<file path="src/rtl/pc_fetch_sequencer.sv">
`default_nettype none
// ============================================================================
// Module      : pc_fetch_sequencer
// Description : Owns the program counter. Fetches one instruction at a time
//               from instruction memory over a valid/ready request and a
//               valid-qualified response, presents it to the single-cycle
//               datapath for exactly one execute step, then selects the next
//               PC from the branch unit (NextPCSrc/BrTarget) or PC+4.
//               A taken redirect whose target is not word aligned parks the
//               sequencer in a sticky trap state until reset.
// Ports       : clk, rst_n (synchronous, active-low)
//               NextPCSrc, BrTarget   - branch unit redirect request
//               stall_i               - hold the executing instruction
//               imem_req_*            - fetch request (valid/ready/addr)
//               imem_rsp_*            - fetch response (valid/data)
//               pc_o, pc_plus4_o      - current PC and its link value
//               inst_o, inst_valid_o  - instruction presented to the datapath
//               trap_o                - sticky misaligned-target trap
// Options     : FETCH_BRANCH_STATS_EN adds instret_o / taken_o counters.
// Revision    : 1.0 - initial release
// ============================================================================
module pc_fetch_sequencer #(
  parameter int              XLEN     = 32,
  parameter logic [XLEN-1:0] RESET_PC = '0,
  parameter logic [31:0]     NOP_INST = 32'h0000_0013
) (
  input  logic            clk,
  input  logic            rst_n,
  input  logic            NextPCSrc,
  input  logic [XLEN-1:0] BrTarget,
  input  logic            stall_i,
  output logic            imem_req_valid_o,
  input  logic            imem_req_ready_i,
  output logic [XLEN-1:0] imem_addr_o,
  input  logic            imem_rsp_valid_i,
  input  logic [31:0]     imem_rsp_data_i,
  output logic [XLEN-1:0] pc_o,
  output logic [XLEN-1:0] pc_plus4_o,
  output logic [31:0]     inst_o,
  output logic            inst_valid_o,
  output logic            trap_o
`ifdef FETCH_BRANCH_STATS_EN
  ,
  output logic [XLEN-1:0] instret_o,
  output logic [XLEN-1:0] taken_o
`endif
);

  localparam logic [2:0] S_BOOT = 3'd0;
  localparam logic [2:0] S_REQ  = 3'd1;
  localparam logic [2:0] S_WAIT = 3'd2;
  localparam logic [2:0] S_EXEC = 3'd3;
  localparam logic [2:0] S_TRAP = 3'd4;

  localparam logic [XLEN-1:0] c_four    = XLEN'(4);
  localparam logic [XLEN-1:0] c_bit0_lo = ~XLEN'(1);

  logic [2:0]      r_state;
  logic [XLEN-1:0] r_pc;
  logic [31:0]     r_inst;
  logic            r_trap;

  logic [XLEN-1:0] w_pc_plus4;
  logic [XLEN-1:0] w_tgt;
  logic            w_misaligned;
  logic            w_exec_exit;

  // Addition wraps naturally at 2^XLEN, so the top word rolls over to 0.
  assign w_pc_plus4   = r_pc + c_four;
  // JALR semantics: bit 0 of the target is always discarded; bit 1 set on a
  // taken redirect means the target is not word aligned.
  assign w_tgt        = BrTarget & c_bit0_lo;
  assign w_misaligned = NextPCSrc & w_tgt[1];
  // The one cycle in which an executing instruction retires and the PC moves.
  assign w_exec_exit  = (r_state == S_EXEC) & ~stall_i;

  always_ff @(posedge clk) begin
    if (!rst_n) begin
      r_state <= S_BOOT;
      r_pc    <= RESET_PC;
      r_inst  <= NOP_INST;
      r_trap  <= 1'b0;
    end else begin
      case (r_state)
        S_BOOT: r_state <= S_REQ;
        S_REQ: begin
          // Address is r_pc, which cannot change here, so it is stable
          // until the request is accepted.
          if (imem_req_ready_i) r_state <= S_WAIT;
        end
        S_WAIT: begin
          if (imem_rsp_valid_i) begin
            r_inst  <= imem_rsp_data_i;
            r_state <= S_EXEC;
          end
        end
        S_EXEC: begin
          if (!stall_i) begin
            if (w_misaligned) begin
              // PC stays on the faulting instruction for post-mortem.
              r_trap  <= 1'b1;
              r_state <= S_TRAP;
            end else begin
              r_pc    <= NextPCSrc ? w_tgt : w_pc_plus4;
              r_inst  <= NOP_INST;
              r_state <= S_REQ;
            end
          end
        end
        S_TRAP:  r_state <= S_TRAP;
        default: r_state <= S_BOOT;
      endcase
    end
  end

  assign imem_req_valid_o = (r_state == S_REQ);
  assign imem_addr_o      = r_pc;
  assign pc_o             = r_pc;
  assign pc_plus4_o       = w_pc_plus4;
  assign inst_o           = r_inst;
  assign inst_valid_o     = (r_state == S_EXEC);
  assign trap_o           = r_trap;

`ifdef FETCH_BRANCH_STATS_EN
  logic [XLEN-1:0] r_instret;
  logic [XLEN-1:0] r_taken;

  // A trapping redirect never retires, so it is excluded from both counts.
  always_ff @(posedge clk) begin
    if (!rst_n) begin
      r_instret <= '0;
      r_taken   <= '0;
    end else if (w_exec_exit && !w_misaligned) begin
      r_instret <= r_instret + XLEN'(1);
      if (NextPCSrc) r_taken <= r_taken + XLEN'(1);
    end
  end

  assign instret_o = r_instret;
  assign taken_o   = r_taken;
`else
  // Retirement pulse only feeds the optional counters.
  logic w_unused;
  assign w_unused = w_exec_exit;
`endif

endmodule
`default_nettype wire

</file>
<file path="config.mk">
export PLATFORM = sky130hd
export DESIGN_NAME = pc_fetch_sequencer
export DESIGN_NICKNAME = d
export VERILOG_FILES = /design/src/rtl/pc_fetch_sequencer.sv
export SDC_FILE = /design/constraint.sdc
export NUM_CORES = 1
export LEC_CHECK = 0
export ABC_CLOCK_PERIOD_IN_PS = 2000
export BUFFER_PORTS_ARGS = -buffer_cell sky130_fd_sc_hd__clkbuf_2
export CAP_MARGIN = 20
export CORE_ASPECT_RATIO = 1.1
export CORE_MARGIN = 5
export CORE_UTILIZATION = 42
export CTS_CLUSTER_DIAMETER = 120
export DETAILED_ROUTE_END_ITERATION = 7
export PLACE_DENSITY = 0.77
export RECOVER_POWER = 25
export SLEW_MARGIN = 20
export SYNTH_ARGS = -nofsm -noshare
export SYNTH_HDL_FRONTEND = slang
export SYNTH_SLANG_ARGS = --single-unit
</file>
<file path="constraint.sdc">
create_clock -name clk -period 2 [get_ports clk]
set_clock_uncertainty 0.15 [all_clocks]
set_input_delay 0.1 -clock clk [delete_from_list [all_inputs] [get_ports clk]]
set_output_delay 0.1 -clock clk [all_outputs]
set_load 0.02 [all_outputs]
</file>
**Word level (Yosys, flattened, before mapping)**

Cells that the tools add are included.

- Logic and storage cells: 32
- Register bits after elaboration: 68
- Bits of input ports: 70
- Output and inout port bits: 131

- Equality and inequality tests: 8
- Reductions and logical operators: 6
- Bitwise gates (word level): 3
- Add/subtract/negate cells: 1
- Mux-type cells: 10

Operator list:

| cell | count |
|---|---|
| $mux W32 | 4 |
| $pmux W32 S2 | 1 |
| $add A32 B3 Y32 const B | 1 |
| $pmux W3 S5 | 1 |
| $mux W3 | 4 |
| $reduce_and A3 Y1 | 3 |
| $eq A3 B2 Y1 const B | 2 |
| $ne A2 B2 Y1 const B | 3 |
| $reduce_and A4 Y1 | 1 |
| $eq A3 B1 Y1 const B | 1 |
| $eq A3 B3 Y1 const B | 1 |
| $logic_not A3 Y1 | 1 |
| $ne A2 B1 Y1 const B | 1 |
| $not A1 Y1 | 2 |
| $reduce_bool A2 Y1 | 1 |
| $and A1 B1 Y1 | 1 |

**Depth between registers and ports, before layout**

Gate-level depths: netlist of the first run.

- Word-level depth: 4
- Mapped depth: 7
- Mapped depth without buffers: 6

**Worst setup path after synthesis of the first run**

No wires, ideal clock.

- Path type: register to register
- Start point: register r_pc[2], in the netlist imem_addr_o[2]
- End point: register r_pc[26], in the netlist imem_addr_o[26]
- Path slack: -0.316 ns
- Library setup time: 0.060 ns
- Arrival time: 2.106 ns
- Cell stages (with the launch flop): 8
- Required time: 1.790 ns
- Clock period less this slack: 2.316 ns
- Buffers on the path: 1
- Cells stage by stage: dfxtp_1 > ha_1 > nand3_2 > nor2_1 > buf_2 > nand4_1 > xnor2_1 > a31o_1

- Word-level cells in the longest chain between the ends: 2

RTL lines:

| what | line | source |
|---|---|---|
| start, declared | 59 | `logic [XLEN-1:0] r_pc;` |
| start signal, assigned | 104 | `r_pc <= NextPCSrc ? w_tgt : w_pc_plus4;` |
| $add A32 B3 Y32 | 69 | `assign w_pc_plus4 = r_pc + c_four;` |
| named net pc_plus4_o[26] | 38 | `output logic [XLEN-1:0] pc_plus4_o,` |
| $mux W32 | 104 |  |

The timed path passes the listed nets, and every way through them passes these cells.
A chain may end at the register's enable or synchronous reset.

**Worst setup path in the final report of the first run**

- Start point: register r_pc[7], in the netlist imem_addr_o[7]
- End point: output pc_plus4_o[29]

- Word-level cells in the longest chain between the ends: 1

RTL lines:

| what | line |
|---|---|
| $add A32 B3 Y32 | 69 |
| end, declared | 38 |

No other way between the ends.

==> summary.txt, run 1 <==
Global route
  – Initial antenna violation count: 0
  – Gr usage total: 0.255
  – Total gr overflow: 0
  – Vias in the first global route: 4833
  – First-pass GRT wire length: 23700 µm
  – Largest net degree at the start of global routing: 62

Placement
  – IO Port Bufs: 196
  – DP Wirelength: 9640 µm
  – Post-DP Area: 5140 µm²
  – Routability cong.: 0.817

Logic synthesis
  – Synth async-reset ratio: 0
  – Top cell type's share of synthesized area: 0.336
  – EDFF count, synth: 0
  – Post-Synth XOR/XNOR Area: 0.0614
  – Largest family of logic cells by synthesized area: simple AND/OR/NAND/NOR gates
  – Register bit total from synthesis: 67
  – Simple-Gate Fraction of Synth Area: 0.292
  – Mux contribution to synthesized area: 0.0100
  – Synthesized area per cell: 8.11 µm²
  – Sequential element share of the synthesized area: 0.336
  – Compound-cell area share of the yosys netlist: 0.172
  – Cell count after synthesis: 493
  – Unique masters post-synth: 64
  – Mapped cell area: 4000 µm²
  – Synth Warn #: 0
  – Cell taking the most area after synthesis: dfxtp_1
  – Adder-cell area share of the yosys netlist: 0.00313
  – Top post-synthesis cells by area: dfxtp_1 34%, buf_4 6.8%, nand3_1 6.1%
  – Top_reg_cell synth: dfxtp_1

Floorplanning
  – Initial Utilization: 0.427
  – Die Height: 112 µm
  – Row count: 37
  – Die Width: 103 µm
  – Core ar.: 9350 µm²
  – Die footprint: 11600 µm²
  – IO Count: 201

CTS
  – Worst-path clk slew: 90 ps
  – Clk root buf: clkbuf_8
  – Worst-case clock buffer depth: 2
  – CTS tree: built
  – Latest clock arrival within the worst-skew pair: 350 ps
  – Clk sinks: 67
  – H-tree depth: 3
  – CTS Buf Count: 9

STA
  – Slew at the pin with the worst max-slew slack: 573 ps
  – Final setup fails: 17
  – Max Fclk: 0.450 GHz
  – Count of pins over their slew limit: 0
  – RSZ-0062 raised after global routing: true
  – Setup TNS: -1970 ps
  – Hold slack: 11.5 ps
  – Final setup margin: -225 ps
  – Final cycle utilization of the critical path: 1.11
  – Final Hold Vio Count: 0
  – Worst relative slew slack: 0.618
  – Fin crit period: 2220 ps

Critical path
  – Path depth of the worst reg2reg path: 8
  – CP Capture Type: output port
  – CP Max Fanout: 5
  – Crit path launch type: register
  – RR Startpoint: imem_addr_o[9]
  – Reg2reg setup slack: 60 ps
  – R2R Path End: imem_addr_o[12]
  – Critical path class: reg2out
  – Arrival @ worst endpoint: 1970 ps
  – Worst Path Required: 1750 ps

Flow run
  – Max-cap violations: 0

Power
  – P_int: 0.00221 W
  – Switching Share: 0.279
  – P per Cell Area: 464 nW/µm²
  – Sequential share of power: 0.448
  – Logic pwr share: 0.167
  – Clock power share: 0.385
  – LEAKAGE: 3.00 nW
  – Peak supply drop: 0.000505 V
  – Sw power: 0.000856 W

Route
  – Wire per inst: 18.1 µm
  – Starting DRT DRC Count: 383
  – Routed WL: 16300 µm
  – TritonRoute pass-1 iters: 5
  – Remaining DRCs: 0
  – Via-to-Cell Ratio: 5.57
  – Final ANT Viol Nets: 0
  – Routed vias: 5000

Final layout
  – Final instance area: 6620 µm²
  – Final nets: 846
  – Layout cells sized above 1: 0.424
  – Area growth, synth to finish: 65.6%
  – Final Util: 0.708
  – Diodes inserted: 0
  – # fillers: 669

Min path
  – Worst hold path endpoint: imem_addr_o[30]
  – Hold crit path type: in2reg
  – Hold_sp: BrTarget[30]
  – Hold depth: 4

Outcome
  – Status: finished with violations
  – Failing checks: negative setup slack
-- per-stage QoR --
stage / cells / total power, W / setup slack, ps
floorplan: 495 / 0.00165 / -33.7
global placement: 779 / 0.00179 / 116
detailed placement: 779 / 0.00181 / 70.5
CTS: 884 / 0.00306 / -208
global route: 897 / 0.00319 / -298
finish: 897 / 0.00307 / -225
-- cells by family (layout without fill, tap and decap cells) --
family          Yosys count  count (layout)
mux                       4               4
xor+xnor                 28              28
simple gates            201             201
fa+ha+maj                 1               1
compound gates          109             109
other cells               1               3
buf+inv                  82             367
flops                    67              67
-- critical path: stages, from the launching register on --
cell	delay (ps)
dfxtp_2	380
nand4_1	120
buf_6	170
nor2_4	160
buf_6	160
nor4b_4	240
xor2_2	210
clkbuf_8	180
-- how the worst max path moves through the flow --
stage | start | end | slack, ps | cells past startpoint
after floorplan | imem_addr_o[19] | imem_addr_o[31] | -30 | 6
after CTS | imem_addr_o[17] | pc_plus4_o[29] | -210 | 5
after global routing | imem_addr_o[14] | pc_plus4_o[29] | -300 | 5
after detailed placement | imem_addr_o[2] | imem_addr_o[16] | 70 | 6
final | imem_addr_o[7] | pc_plus4_o[29] | -220 | 7
after global placement | imem_addr_o[2] | imem_addr_o[16] | 120 | 6
-- cell type report --
cell class	instances	area, µm²	area share
Inverter	9	33.8	0.00511
Sequential cell	67	1390	0.210
Timing Repair Buffer	342	2330	0.353
Clock buffer	11	141	0.0214
Clock inverter	5	61.3	0.00927
Tap cell	117	146	0.0221
Multi-Input combinational cell	346	2510	0.380
-- flip-flops by register name (all words and copies together) (netlist names) --
signal	cells
trap_o	1
inst_o	32
imem_addr_o	31
r_state	3
-- repair_timing --
item	in CTS	in global routing
buffers inserted	29	12
gates cloned	1	1
setup endpoints to repair	22	31
hold buffers	59	0
hold endpoints to repair	60	0
gates resized for setup	58	46
pin swaps	20	22
-- routing by layer --
metal  routed length (µm)  GRT usage  part of all wire
met3                 1600     0.0740             0.098
met4                  660      0.100             0.041
met5                    0          0                 0
met2                 8120      0.438              0.50
met1                 5890      0.294              0.36
-- layout by cell type, fill, tap and decap left out, types with 8 or more instances in the layout --
master	instances
inv_1	8
clkbuf_1	43
dfxtp_4	8
dfxtp_1	46
a31oi_1	8
clkbuf_8	16
nand2b_1	34
dlygate4sd3_1	59
buf_4	81
nand2_1	27
nor2_1	27
clkbuf_2	134
buf_6	14
a21oi_1	46
xnor2_2	9
o21ai_0	13
dfxtp_2	13
nand3_1	40
-- cell usage after synthesis (9+ instances only) --
cell / n
dfxtp_1: 67
nand2b_1: 34
nor2_1: 30
xnor2_1: 16
clkbuf_1: 21
xor2_1: 12
nand3_1: 49
inv_1: 9
buf_4: 36
o21ai_0: 13
a21oi_1: 46
buf_2: 10
nand2_1: 29
-- power by group through the flow --
| stage | clock (W) | sequential [W] | combinational, W |
|---|---|---|---|
| floorplan | 0 | 0.00145 | 0.000207 |
| global placement | 0 | 0.00141 | 0.000389 |
| detailed placement | 0 | 0.00141 | 0.000398 |
| CTS | 0.00119 | 0.00137 | 0.000495 |
| global route | 0.00127 | 0.00138 | 0.000549 |
| finish | 0.00118 | 0.00137 | 0.000511 |
Note: power is estimated with default switching activity, not from simulation.
==> run 2, diff against run 1 <==
--- a/config.mk
+++ b/config.mk
@@ -5,12 +5,13 @@
 export SDC_FILE = /design/constraint.sdc
 export NUM_CORES = 1
 export LEC_CHECK = 0
+export ABC_AREA = 1
 export ABC_CLOCK_PERIOD_IN_PS = 2000
 export BUFFER_PORTS_ARGS = -buffer_cell sky130_fd_sc_hd__clkbuf_2
 export CAP_MARGIN = 20
 export CORE_ASPECT_RATIO = 1.1
 export CORE_MARGIN = 5
-export CORE_UTILIZATION = 42
+export CORE_UTILIZATION = 41
 export CTS_CLUSTER_DIAMETER = 120
 export DETAILED_ROUTE_END_ITERATION = 7
 export PLACE_DENSITY = 0.77
==> run 2 against run 1 <==
The flow still finishes with violations (negative setup slack). First-iteration DRC count down 42%. Fmax up 8.8%. Flip-flop and latch count unchanged. Register-to-register slack better by 130 ps. Critical path depth up 2. Critical path type unchanged. Largest cell class unchanged. Largest power group is now clock.
==> summary.txt, run 2 <==
Outcome
  – Status: finished with violations
  – Failing checks: negative setup slack

Route
  – Via-to-Cell Ratio: 5.11 (-8.3%)
  – Wire per inst: 15.6 µm (-14%)
  – Routed WL: 14000 µm (-14%)
  – Remaining DRCs: 0 (unchanged)
  – Final ANT Viol Nets: 0 (unchanged)
  – TritonRoute pass-1 iters: 5 (unchanged)
  – Routed vias: 4572 (-8.6%)
  – Starting DRT DRC Count: 221 (-42%)

Logic synthesis
  – Cell count after synthesis: 530 (+7.5%)
  – Sequential element share of the synthesized area: 0.362 (+0.0259)
  – Synth top cells by count: 151 x nand2_1, 67 x dfxtp_1, 59 x a21oi_1
  – Synth Warn #: 0 (unchanged)
  – Register bit total from synthesis: 67 (unchanged)
  – Synthesized area per cell: 7.00 µm² (-14%)
  – Unique masters post-synth: 31 (-52%)
  – EDFF count, synth: 0 (unchanged)
  – Top cell type's share of synthesized area: 0.362 (+0.0259)
  – Cell taking the most area after synthesis: dfxtp_1
  – Synth async-reset ratio: 0 (unchanged)
  – Top_reg_cell synth: dfxtp_1
  – Top post-synthesis cells by area: dfxtp_1 36%, nand2_1 15%, a21oi_1 8.0%
  – Most frequent cell after synthesis: nand2_1
  – Mapped cell area: 3710 µm² (-7.2%)

STA
  – Hold slack: 13.7 ps (+2.19 ps)
  – Fin crit period: 2050 ps (-179 ps)
  – RSZ-0062 raised after global routing: true
  – Final setup margin: -45.3 ps (+179 ps)
  – Setup TNS: -48.6 ps (+1920 ps)
  – Max Fclk: 0.489 GHz (+8.8%)
  – Final cycle utilization of the critical path: 1.02 (-0.0896)
  – Final setup fails: 2 (-15)
  – Final Hold Vio Count: 0 (unchanged)
  – Count of pins over their slew limit: 0 (unchanged)

Final layout
  – Commonest cells after routing, fill and taps aside: 137 x nand2_1, 130 x clkbuf_2, 69 x dlygate4sd3_1, 59 x a21oi_1, 47 x dfxtp_1
  – Layout cells sized above 1: 0.355 (-0.0692)
  – Final nets: 846 (unchanged)
  – Area growth, synth to finish: 60.6%
  – Non-filler cells, final: 894 (-0.33%)
  – Diodes inserted: 0 (unchanged)
  – Max reg flops: 32 (unchanged)
  – Commonest non-fill, non-tap cell in the layout: nand2_1

Critical path
  – Critical path class: reg2out
  – Worst Setup SP: imem_addr_o[3]
  – R2R Path End: r_state[1]
  – Crit path launch type: register
  – Worst Path Required: 1750 ps (about the same)
  – Crit path to: pc_plus4_o[22]
  – RR Startpoint: r_state[0]
  – WP buf/inv: 1 (-2)
  – Slowest-stage cell, CP: dfxtp_2
  – CP peak stage delay: 370 ps (about the same)
  – Reg2reg setup slack: 190 ps (+130 ps)
  – Arrival @ worst endpoint: 1800 ps (-170 ps)
  – CP cell instances: ha_4, nand2_4, nor2_4, nand2_4, nor2_4, nand2_1, nand2_1, and2_1, clkbuf_8
  – Levels on crit path: 9 (+2)
  – CP top delay family: simple AND/OR/NAND/NOR gates
  – CP Capture Type: output port
  – Path depth of the worst reg2reg path: 6 (-2)
  – CP Max Fanout: 5 (unchanged)

CTS
  – Latest clock arrival within the worst-skew pair: 350 ps (about the same)
  – CTS Buf Count: 9 (unchanged)
  – Clk sinks: 67 (unchanged)
  – Worst-path clk slew: 80 ps (about the same)
  – CTS tree: built
  – Worst-case clock buffer depth: 2 (unchanged)
  – Clk root buf: clkbuf_8
  – H-tree depth: 3 (unchanged)

Floorplanning
  – Initial Utilization: 0.418 (-0.00927)
  – Die Width: 101 µm (-2.2%)
  – IO Count: 201 (unchanged)
  – Die Height: 110 µm (-2.3%)
  – Row count: 36 (-2.7%)
  – Core ar.: 8870 µm² (-5.1%)
  – Die footprint: 11100 µm² (-4.5%)

Global route
  – Largest net degree at the start of global routing: 65 (+4.8%)
  – Vias in the first global route: 4597 (-4.9%)
  – Total gr overflow: 0 (unchanged)
  – First-pass GRT wire length: 21600 µm (-8.8%)
  – Initial antenna violation count: 0 (unchanged)
  – Gr usage total: 0.245 (-0.0100)

Power
  – Peak supply drop: 0.000717 V (+42%)
  – LEAKAGE: 2.55 nW (-15%)
  – Design Power: 0.00403 W (+31%)
  – P per Cell Area: 676 nW/µm² (+46%)

Placement
  – IO Port Bufs: 196 (unchanged)
  – DP Cell Count: 799 (+2.6%)
  – DP Wirelength: 9240 µm (-4.2%)
  – Routability cong.: 0.906 (+11%)
  – DP Worst Slack: 101 ps (+30.3 ps)

Min path
  – Hold crit path type: in2reg

Flow run
  – Max-cap violations: 0 (unchanged)
[run 2: changes by cell type after synthesis, sizes merged, moves of 11 or more]
cell,change
nand2,+126
nand2b,-34
inv,+21
a22oi,+18
nor2,+17
clkbuf,-16
a21oi,+13
xnor2,-11
[run 2: timing repair]
action | in CTS | in global routing
endpoints found under the hold margin | 67 | 0
endpoints found under the setup margin | 23 | 28
hold buffers | 69 | 0
pin swaps | 9 | 28
buffers inserted | 5 | 5
gates resized for setup | 41 | 91
[run 2: per-layer routing]
metal,share of wire,track usage
met5,0,0
met2,0.51,0.436
met1,0.36,0.261
met4,0.024,0.100
met3,0.11,0.0907
[run 2: worst register-to-register path, cell delays in order, from the launching register on]
cell and delay, ps:
dfxtp_1 340, inv_1 100, nand3_1 130, nor2_1 180, nor2_2 70, a311oi_1 200
dlygate4sd3_1 580
[run 2: cells by family after synthesis]
logic type      share of synthesized area
other cells                       0.00101
buf+inv                             0.135
compound gates                      0.153
flops                               0.362
fa+ha+maj                         0.00337
xor+xnor                           0.0415
simple gates                        0.305
[run 2: through the flow]
stage	util	instance area [µm²]
floorplan	-	3740
global placement	0.521	4620
detailed placement	0.521	4620
CTS	0.650	5770
global route	0.671	5960
finish	0.671	5960
[run 2: layout make-up]
type / instances / area (µm²)
Inverter: 30 / 115
Sequential cell: 67 / 1390
Multi-Input combinational cell: 376 / 2060
Timing Repair Buffer: 291 / 1960
Fill cell: 735 / 2920
Clock buffer: 9 / 124
Tap cell: 114 / 143
Clock inverter: 7 / 164
[run 2: worst min path at each step]
stage                endpoint  slack (ps)          startpoint  cells after the start
2_1_floorplan  imem_addr_o[1]          80               rst_n                      2
3_3_place_gp        inst_o[1]         160  imem_rsp_data_i[1]                      3
3_5_place_dp        inst_o[1]         170  imem_rsp_data_i[1]                      3
4_1_cts        imem_addr_o[1]           4           NextPCSrc                      4
5_1_grt        imem_addr_o[1]          60           NextPCSrc                      4
6_report       imem_addr_o[1]          10           NextPCSrc                      4
[run 2: power breakdown]
part           switching [W]  total, W  internal [W]
clock               0.000560   0.00164       0.00108
sequential         0.0000719   0.00150       0.00143
combinational       0.000551  0.000884      0.000333
==> run 3, diff against run 2 <==
--- a/config.mk
+++ b/config.mk
@@ -11,10 +11,10 @@
 export CAP_MARGIN = 20
 export CORE_ASPECT_RATIO = 1.1
 export CORE_MARGIN = 5
-export CORE_UTILIZATION = 41
+export CORE_UTILIZATION = 40
 export CTS_CLUSTER_DIAMETER = 120
 export DETAILED_ROUTE_END_ITERATION = 7
-export PLACE_DENSITY = 0.77
+export PLACE_DENSITY = 0.76
 export RECOVER_POWER = 25
 export SLEW_MARGIN = 20
 export SYNTH_ARGS = -nofsm -noshare
==> constraint.sdc (replaced) <==
create_clock -name clk -period 2 [get_ports clk]
set_clock_uncertainty 0.15 [all_clocks]
set_input_delay 0.3 -clock clk [delete_from_list [all_inputs] [get_ports clk]]
set_output_delay 0.3 -clock clk [all_outputs]
set_load 0.02 [all_outputs]
==> run 3 against run 2 <==
Flip-flop and latch count is the same. Setup slack lost 220 ps. The flow still finishes with violations (negative setup slack). Power shrank 18%. Combinational power fell by 12%. Clock-buffer cell count rose by 1. Via count shrank 4.4%. Global-route usage decreased by 2.6 points. Critical path depth fell by 1. Fmax decreased by 9.7%.
==> summary.txt, run 3 (synthesis results as in run 2) <==
Global route
  – Gr usage total: 0.219 (-0.0259)
  – Initial antenna violation count: 0 (unchanged)
  – GR Util met1: 0.238 (-0.0232)
  – Total gr overflow: 0 (unchanged)
  – Met2 usage: 0.385 (-0.0507)
  – Met3 track demand over resource: 0.0755 (-0.0152)
  – First-pass GRT wire length: 19800 µm (-8.5%)
  – Vias in the first global route: 4188 (-8.9%)
  – Largest net degree at the start of global routing: 37 (-43%)
  – Busiest layer in global routing: met2

Placement
  – IO Port Bufs: 196 (unchanged)
  – DP Wirelength: 9450 µm (+2.3%)
  – Routability cong.: 0.868 (-4.2%)
  – Post-DP Area: 4720 µm² (+2.2%)
  – DP Worst Slack: 58.0 ps (-42.8 ps)

Flow run
  – Max-cap violations: 0 (unchanged)

STA
  – Hold slack: 15.6 ps (+1.96 ps)
  – Count of pins over their slew limit: 0 (unchanged)
  – Final Hold Vio Count: 0 (unchanged)
  – Final setup fails: 25 (+23)
  – Final cycle utilization of the critical path: 1.13 (+0.110)
  – Fin crit period: 2270 ps (+220 ps)
  – RSZ-0062 raised after global routing: true
  – Max Fclk: 0.441 GHz (-9.7%)
  – Final setup margin: -265 ps (-220 ps)

Route
  – TritonRoute pass-1 iters: 4 (-1)
  – Wire per inst: 15.5 µm (-0.61%)
  – Routed WL: 13300 µm (-5.2%)
  – Final ANT Viol Nets: 0 (unchanged)
  – Starting DRT DRC Count: 175 (-21%)
  – Remaining DRCs: 0 (unchanged)
  – Routed vias: 4373 (-4.4%)
  – Via-to-Cell Ratio: 5.13 (+0.24%)

Final layout
  – Area growth, synth to finish: 53.1%
  – Final instance area: 5680 µm² (-4.7%)
  – Layout cells sized above 1: 0.433 (+0.0779)
  – Max reg flops: 32 (unchanged)
  – Commonest cells after routing, fill and taps aside: 132 x nand2_1, 131 x clkbuf_2, 58 x a21oi_1, 53 x dfxtp_1
  – Final nets: 805 (-4.8%)
  – Diodes inserted: 0 (unchanged)
  – Commonest non-fill, non-tap cell in the layout: nand2_1
  – Seq. cell area: 1360 µm² (-2.0%)
  – Multi-input logic area: 2200 µm² (+7.1%)
  – # fillers: 797 (+8.4%)

Floorplanning
  – Die Height: 111 µm (+1.1%)
  – IO Count: 201 (unchanged)
  – Die footprint: 11300 µm² (+2.3%)
  – Die Width: 102 µm (+1.1%)
  – Row count: 36 (unchanged)
  – Core ar.: 8960 µm² (+1.0%)
  – Initial Utilization: 0.414 (-0.00420)

Power
  – Peak supply drop: 0.000586 V (-18%)
  – LEAKAGE: 2.44 nW (-4.2%)
  – P per Cell Area: 584 nW/µm² (-14%)
  – Design Power: 0.00332 W (-18%)

CTS
  – Clk sinks: 67 (unchanged)
  – Worst-path clk slew: 80 ps (about the same)
  – CTS tree: built
  – CTS Buf Count: 9 (unchanged)
  – Worst-case clock buffer depth: 2 (unchanged)
  – Clk root buf: clkbuf_8
  – H-tree depth: 3 (unchanged)
  – Latest clock arrival within the worst-skew pair: 350 ps (about the same)

Critical path
  – Worst Path Required: 1550 ps (-200 ps)
  – CP Max Fanout: 3 (-2)
  – Critical path class: reg2out
  – CP cell instances: ha_4, nand2_4, nor2_4, nand2_4, buf_12, nor2_4, xor2_2, clkbuf_8
  – Slowest-stage cell, CP: dfxtp_2
  – CP Capture Type: output port
  – Arrival @ worst endpoint: 1820 ps (+20 ps)
  – CP peak stage delay: 360 ps (about the same)
  – Crit path launch type: register

Min path
  – Hold crit path type: in2reg

Outcome
  – Failing checks: negative setup slack
  – Status: finished with violations
run 3: area by class of cell:
cell class,count,area share
multi-input combinational,376,0.388
timing repair buffer,250,0.294
sequential,67,0.240
tap,114,0.0251
clock buffer,10,0.0242
inverter,30,0.0211
clock inverter,6,0.00727
run 3: repair_timing:
action / 4_1_cts / 5_1_grt
gates resized for setup: 111 / 67
cloned: 0 / 0
pin swaps: 32 / 38
endpoints found under the setup margin: 27 / 34
endpoints found under the hold margin: 2 / 0
setup buffers: 14 / 11
hold buffers: 2 / 0
run 3: layer usage:
layer,vias up,wire length [µm],part of all wire
met3,34,1330,0.10
met5,-,0,0
li1,2101,-,-
met1,2006,4710,0.35
met4,0,381,0.029
met2,232,6840,0.52
run 3: path summary, 6_finish.rpt:
check / startpoint / to / slack (ps) / cells past startpoint
max: imem_addr_o[2] / pc_plus4_o[14] / -270 / 8
min: imem_rsp_data_i[0] / inst_o[0] / 20 / 3
max reg2reg: imem_addr_o[2] / imem_addr_o[19] / 80 / 14
min reg2reg: trap_o / trap_o / 320 / 2
run 3: metrics by stage:
step / TNS (ps) / std cells / util
floorplan: -7.41 / 532 / -
global placement: 0 / 814 / 0.527
detailed placement: 0 / 814 / 0.527
CTS: -4460 / 846 / 0.613
global route: -7460 / 853 / 0.634
finish: -3940 / 853 / 0.634
run 3: report_power, final:
part | internal (W) | switching [W]
sequential | 0.00144 | 0.0000649
combinational | 0.000265 | 0.000513
clock | 0.000481 | 0.000554
run 3: worst max-delay path, delay by kind of cell, from the launching register on:
| family | cells | cell delay (ps) |
|---|---|---|
| buffers and inverters | 2 | 310 |
| adder cells (fa/ha/maj) | 1 | 170 |
| XOR/XNOR | 1 | 190 |
| flip-flops | 1 | 360 |
| AND/OR/NAND/NOR | 4 | 440 |
